<file path="src/rtl/_gcd_binary_if.sv">
// Handshake bundle for the binary GCD engine.
// Optional _cycles member exists only with GCD_CYCLE_COUNT_EN.
interface _gcd_binary_if #(
    parameter int WIDTH = 8
);
    localparam int CNT_W = $clog2(3*WIDTH+4);

    logic             _start;
    logic [WIDTH-1:0] _num0;
    logic [WIDTH-1:0] _num1;
    logic             _busy;
    logic             _success;
    logic [WIDTH-1:0] _greatest;
`ifdef GCD_CYCLE_COUNT_EN
    logic [CNT_W-1:0] _cycles;
`endif

    modport master (
        output _start, _num0, _num1,
        input  _busy, _success, _greatest
`ifdef GCD_CYCLE_COUNT_EN
        , input _cycles
`endif
    );

    modport slave (
        input  _start, _num0, _num1,
        output _busy, _success, _greatest
`ifdef GCD_CYCLE_COUNT_EN
        , output _cycles
`endif
    );
endinterface

</file>
<file path="src/rtl/_gcd_binary.sv">
// WIDTH-generic binary (Stein) GCD engine with busy/success handshake.
// GCD_CYCLE_COUNT_EN adds the _cycles latency report.
module _gcd_binary #(
    parameter int WIDTH = 8
) (
    input  logic         _clock,
    input  logic         _reset,
    _gcd_binary_if.slave bus
);
    localparam int KW    = $clog2(WIDTH+1);
    localparam int CNT_W = $clog2(3*WIDTH+4);

    typedef enum logic [1:0] {
        IDLE,
        SHIFT,
        REDUCE,
        DONE
    } state_t;

    state_t           state;
    logic [WIDTH-1:0] a;
    logic [WIDTH-1:0] b;
    logic [KW-1:0]    k;
    logic             zero_op;

`ifdef GCD_CYCLE_COUNT_EN
    localparam logic [CNT_W-1:0] ONE = CNT_W'(1);
    localparam logic [CNT_W-1:0] TWO = CNT_W'(2);
    logic [CNT_W-1:0] cnt;
`endif

    assign zero_op = (bus._num0 == '0) || (bus._num1 == '0);

    always_ff @(posedge _clock or negedge _reset) begin
        if (!_reset) begin
            state         <= IDLE;
            a             <= '0;
            b             <= '0;
            k             <= '0;
            bus._busy     <= 1'b0;
            bus._success  <= 1'b0;
            bus._greatest <= '0;
`ifdef GCD_CYCLE_COUNT_EN
            cnt           <= '0;
            bus._cycles   <= '0;
`endif
        end else begin
            unique case (state)
                IDLE: begin
                    if (bus._start) begin
                        a <= bus._num0;
                        b <= bus._num1;
                        k <= '0;
`ifdef GCD_CYCLE_COUNT_EN
                        cnt <= '0;
`endif
                        if (zero_op) begin
                            bus._greatest <= bus._num0 | bus._num1;
                            bus._success  <= 1'b1;
                            state         <= DONE;
`ifdef GCD_CYCLE_COUNT_EN
                            bus._cycles   <= ONE;
`endif
                        end else begin
                            bus._busy <= 1'b1;
                            state     <= SHIFT;
                        end
                    end
                end
                SHIFT: begin
`ifdef GCD_CYCLE_COUNT_EN
                    cnt <= cnt + ONE;
`endif
                    if (!a[0] && !b[0]) begin
                        a <= a >> 1;
                        b <= b >> 1;
                        k <= k + 1'b1;
                    end else begin
                        state <= REDUCE;
                    end
                end
                REDUCE: begin
`ifdef GCD_CYCLE_COUNT_EN
                    cnt <= cnt + ONE;
`endif
                    // Subtraction only sees unequal odd values, so a,b stay nonzero.
                    if (a == b) begin
                        bus._greatest <= a << k;
                        bus._busy     <= 1'b0;
                        bus._success  <= 1'b1;
                        state         <= DONE;
`ifdef GCD_CYCLE_COUNT_EN
                        bus._cycles   <= cnt + TWO;
`endif
                    end else if (!a[0]) begin
                        a <= a >> 1;
                    end else if (!b[0]) begin
                        b <= b >> 1;
                    end else if (a > b) begin
                        a <= a - b;
                    end else begin
                        b <= b - a;
                    end
                end
                DONE: begin
                    bus._success <= 1'b0;
                    state        <= IDLE;
                end
            endcase
        end
    end
endmodule

</file>
<file path="src/flat_wrapper.sv">
// flat-port wrapper written by rule: the top's interface ports become plain ports
module _gcd_binary_flat 
#(
    parameter int WIDTH = 8
)
  (_clock, _reset, bus__start, bus__num0, bus__num1, bus__busy, bus__success, bus__greatest);
  _gcd_binary_if #(.WIDTH(WIDTH)) bus_i ();
  input  logic _clock;
  input  logic _reset;
  input wire logic [$bits(bus_i._start)-1:0] bus__start;
  input wire logic [$bits(bus_i._num0)-1:0] bus__num0;
  input wire logic [$bits(bus_i._num1)-1:0] bus__num1;
  output wire logic [$bits(bus_i._busy)-1:0] bus__busy;
  output wire logic [$bits(bus_i._success)-1:0] bus__success;
  output wire logic [$bits(bus_i._greatest)-1:0] bus__greatest;
  assign bus_i._start = bus__start;
  assign bus_i._num0 = bus__num0;
  assign bus_i._num1 = bus__num1;
  assign bus__busy = bus_i._busy;
  assign bus__success = bus_i._success;
  assign bus__greatest = bus_i._greatest;
  _gcd_binary #(.WIDTH(WIDTH)) u_core (._clock(_clock), ._reset(_reset), .bus(bus_i));
endmodule
</file>
<file path="config.mk">
export PLATFORM = sky130hd
export DESIGN_NAME = _gcd_binary_flat
export DESIGN_NICKNAME = d
export VERILOG_FILES = /design/src/rtl/_gcd_binary_if.sv /design/src/rtl/_gcd_binary.sv /design/src/flat_wrapper.sv
export SDC_FILE = /design/constraint.sdc
export NUM_CORES = 1
export LEC_CHECK = 0
export ABC_AREA = 1
export CAP_MARGIN = 15
export CORE_AREA = 2 2 84 86
export DETAILED_ROUTE_END_ITERATION = 8
export DIE_AREA = 0 0 86 88
export GPL_TIMING_DRIVEN = 0
export PLACE_DENSITY_LB_ADDON = 0.25
export RECOVER_POWER = 50
export SLEW_MARGIN = 40
export SYNTH_ARGS = -nofsm -noshare
export SYNTH_HDL_FRONTEND = slang
export SYNTH_SLANG_ARGS = --single-unit
export TNS_END_PERCENT = 20
</file>
<file path="constraint.sdc">
create_clock -name _clock -period 6.7 [get_ports _clock]
set_input_delay 0.67 -clock _clock [delete_from_list [all_inputs] [get_ports _clock]]
set_output_delay 0.67 -clock _clock [all_outputs]
set_load 0.005 [all_outputs]
</file>
==> reports/metrics.yaml <==
status: "completed"
fin_crit_sh_pct: 38.2
cts-resized-gates: 0
worst_slew_margin_rel_pct: 21.6
area_delta_synth_final_pct: 15.7
endpoint_kind: "register"
r2r_slack_ns: 4.14
min_period_ns: 2.56
synth_top_area_share_pct: 26.7
wl_per_cell_um: 14.6
placedCellCount: 570
p_leak_nw: 1.75
worstSetupStartpointType: "register"
worstMarginPinSlew_ns: 1.18
diodes: 0
yosysSeqAreaShare_pct: 26.7
maxCapViolCount: 0
placed_cell_area_um2: 3410
rsz0062_at_grt: "no"
gp_congestion: 0.931
cts_setup_buffers: 0
hold_buffers: 0
drv_slew: 0
cts_buffer_depth: 2
netlist_area_um2: 3000
grt_first_pass_wirelength_um: 13800
synth_edf_count: 0
syn_nets: 504
async_reset_ff_share_pct: 100
vdd_ir_drop_max_uv: 300
r2r-start: "u_core.a[0]$_DFFE_PN0P_"
clock_latency_ns: 0.29
clockRootBuffer: "clkbuf_8"
cts_made_buffers: 5
hold_ws_ns: 0.396
dieArea_um2: 7570
drive_gt1_share_pct: 7.44
fill_cells: 694
io_pins: 29
grt_overflow: 0
ys_types: 37
timing_hold_violations_final: 0
drt.antenna.violating_nets: 0
ys_top_cells_by_area: "dfrtp_1 27%, nand2_1 18%, ha_1 9.2%, o21ai_0 6.7%, inv_1 6.6%"
final.setup.tns_ns: 0
ff_latch_area_um2: 801
grt_usage_pct: 23.5
drt_iter0_drc: 279
syn_inst: 461
postSynthAreaPerCell_um2: 6.51
yosysWarningCount: 0
core_um2: 6640
fin_skew_ns: 0.00863
grt_max_degree: 22
antenna_found_initial: 0
die_h_um: 88
stdcell_count: 577
final_cell_area_um2: 3480
critical_path_class: "reg -> reg"
portBuffers: 28
die_w_um: 86
rows: 30
dp_slack_ns: 4.14
nets: 540
cts-htree-levels: 2
synth_ff_type: "dfrtp_1"
cts_tree: "yes"
r2r-end: "u_core.a[5]$_DFFE_PN0P_"
worstPathRequired_ns: 6.88
finalWirelength_um: 8420
finalSetupViolCount: 0
via_per_inst: 5.26
drc: 0
synth.most_common_cell: "nand2_1"
ys_top_cells_by_count: "146 x nand2_1, 53 x inv_1, 40 x o21ai_0, 36 x nor2_1, 35 x nand3_1"
hold_class: "in -> async"
cts.sinks: 32
layout_setup_ws_ns: 4.14
clk_pin_slew_worst_paths_ns: 0.07
hpwl_um: 6810
max_clock_freq_mhz: 391
start_util_pct: 45.2
grt_pass1_vias: 2872
p_per_area_nw_per_um2: 599
vias: 3036
drt_first_pass_iters: 4
rr_worst_depth: 15
cp_max_fo: 10
synth_area_leader_cell: "dfrtp_1"
cp.arrival_ns: 2.74
ys_ff_latch: 32
multi_input_area_um2: 1910
-- worst max-delay path, stage by stage (launching register included) --
cell and delay (ns):
dfrtp_1 0.45, inv_1 0.18, ha_1 0.22, inv_1 0.07
fa_1 0.45, nand3_1 0.09, nand3_1 0.14, nand2_2 0.10
nand2_2 0.06, nand2_4 0.14, nor2_8 0.06, o21ai_4 0.18
buf_6 0.17, nor2_2 0.03, nand2_1 0.05, nand2_1 0.04
-- where the power goes --
group          switching [W]  internal (W)
clock network      0.0000723     0.0000915
registers          0.0000971      0.000289
logic               0.000971      0.000560
total                0.00114      0.000940
-- state kept, by name (all words and copies together), names as in the netlist --
name / flops
u_core.a: 8
u_core.state: 2
u_core.k: 4
u_core.bus._busy: 1
u_core.bus._greatest: 8
u_core.b: 8
u_core.bus._success: 1
-- cell type report --
| class | count | area share [%] |
|---|---|---|
| multi-input combinational | 359 | 55.0 |
| sequential | 32 | 23.0 |
| inverter | 55 | 5.94 |
| clock buffer | 7 | 2.77 |
| timing repair buffer | 29 | 7.99 |
| tap | 80 | 2.88 |
| buffer | 15 | 2.41 |
-- metal layers --
layer | track usage [%] | routed length, um | share of wire [%] | vias to the layer above
li1 | - | - | - | 1553
met1 | 30.8 | 3720 | 44 | 1362
met2 | 38.9 | 3830 | 45 | 115
met3 | 5.84 | 785 | 9.3 | 6
met4 | 6.20 | 82 | 0.97 | 0
met5 | 0 | 0 | 0 | -
-- how the worst max path moves through the flow --
stage / from / to / slack, ns / cells past startpoint
finish: u_core.a[0]$_DFFE_PN0P_ / u_core.a[5]$_DFFE_PN0P_ / 4.14 / 15
global route: u_core.a[0]$_DFFE_PN0P_ / u_core.a[4]$_DFFE_PN0P_ / 3.98 / 15
CTS: u_core.a[0]$_DFFE_PN0P_ / u_core.a[5]$_DFFE_PN0P_ / 4.16 / 15
detailed placement: bus__num0[5] / u_core.bus._greatest[1]$_DFFE_PN0P_ / 4.14 / 9
global placement: bus__num0[5] / u_core.bus._greatest[7]$_DFFE_PN0P_ / 4.17 / 9
floorplan: u_core.a[0]$_DFFE_PN0P_ / u_core.a[4]$_DFFE_PN0P_ / 4.47 / 15
-- logic make-up after synthesis --
group	after synthesis	share of synthesized area [%]
fa+ha+maj	24	10.5
flops	32	26.7
compound gates	83	15.7
simple gates	244	35.1
buf+inv	70	9.71
xor+xnor	8	2.33
-- layout by cell type, fill, tap and decap left out, drive strengths merged, types with 5 or more instances in the layout --
master,n
a21oi,23
buf,6
clkbuf,18
clkdlybuf4s50,23
dfrtp,32
ha,22
inv,55
nand2,154
nand3,36
nor2,44
o211ai,5
o21ai,45
xor2,6
-- through the flow --
step | total power (W) | utilization [%]
final | 0.00208 | 52.3
after detailed placement | 0.00191 | 51.3
after CTS | 0.00208 | 52.7
after floorplan | 0.00151 | -
after global routing | 0.00231 | 52.3
after global placement | 0.00187 | 50.9
(Power assumes the default switching activity.)
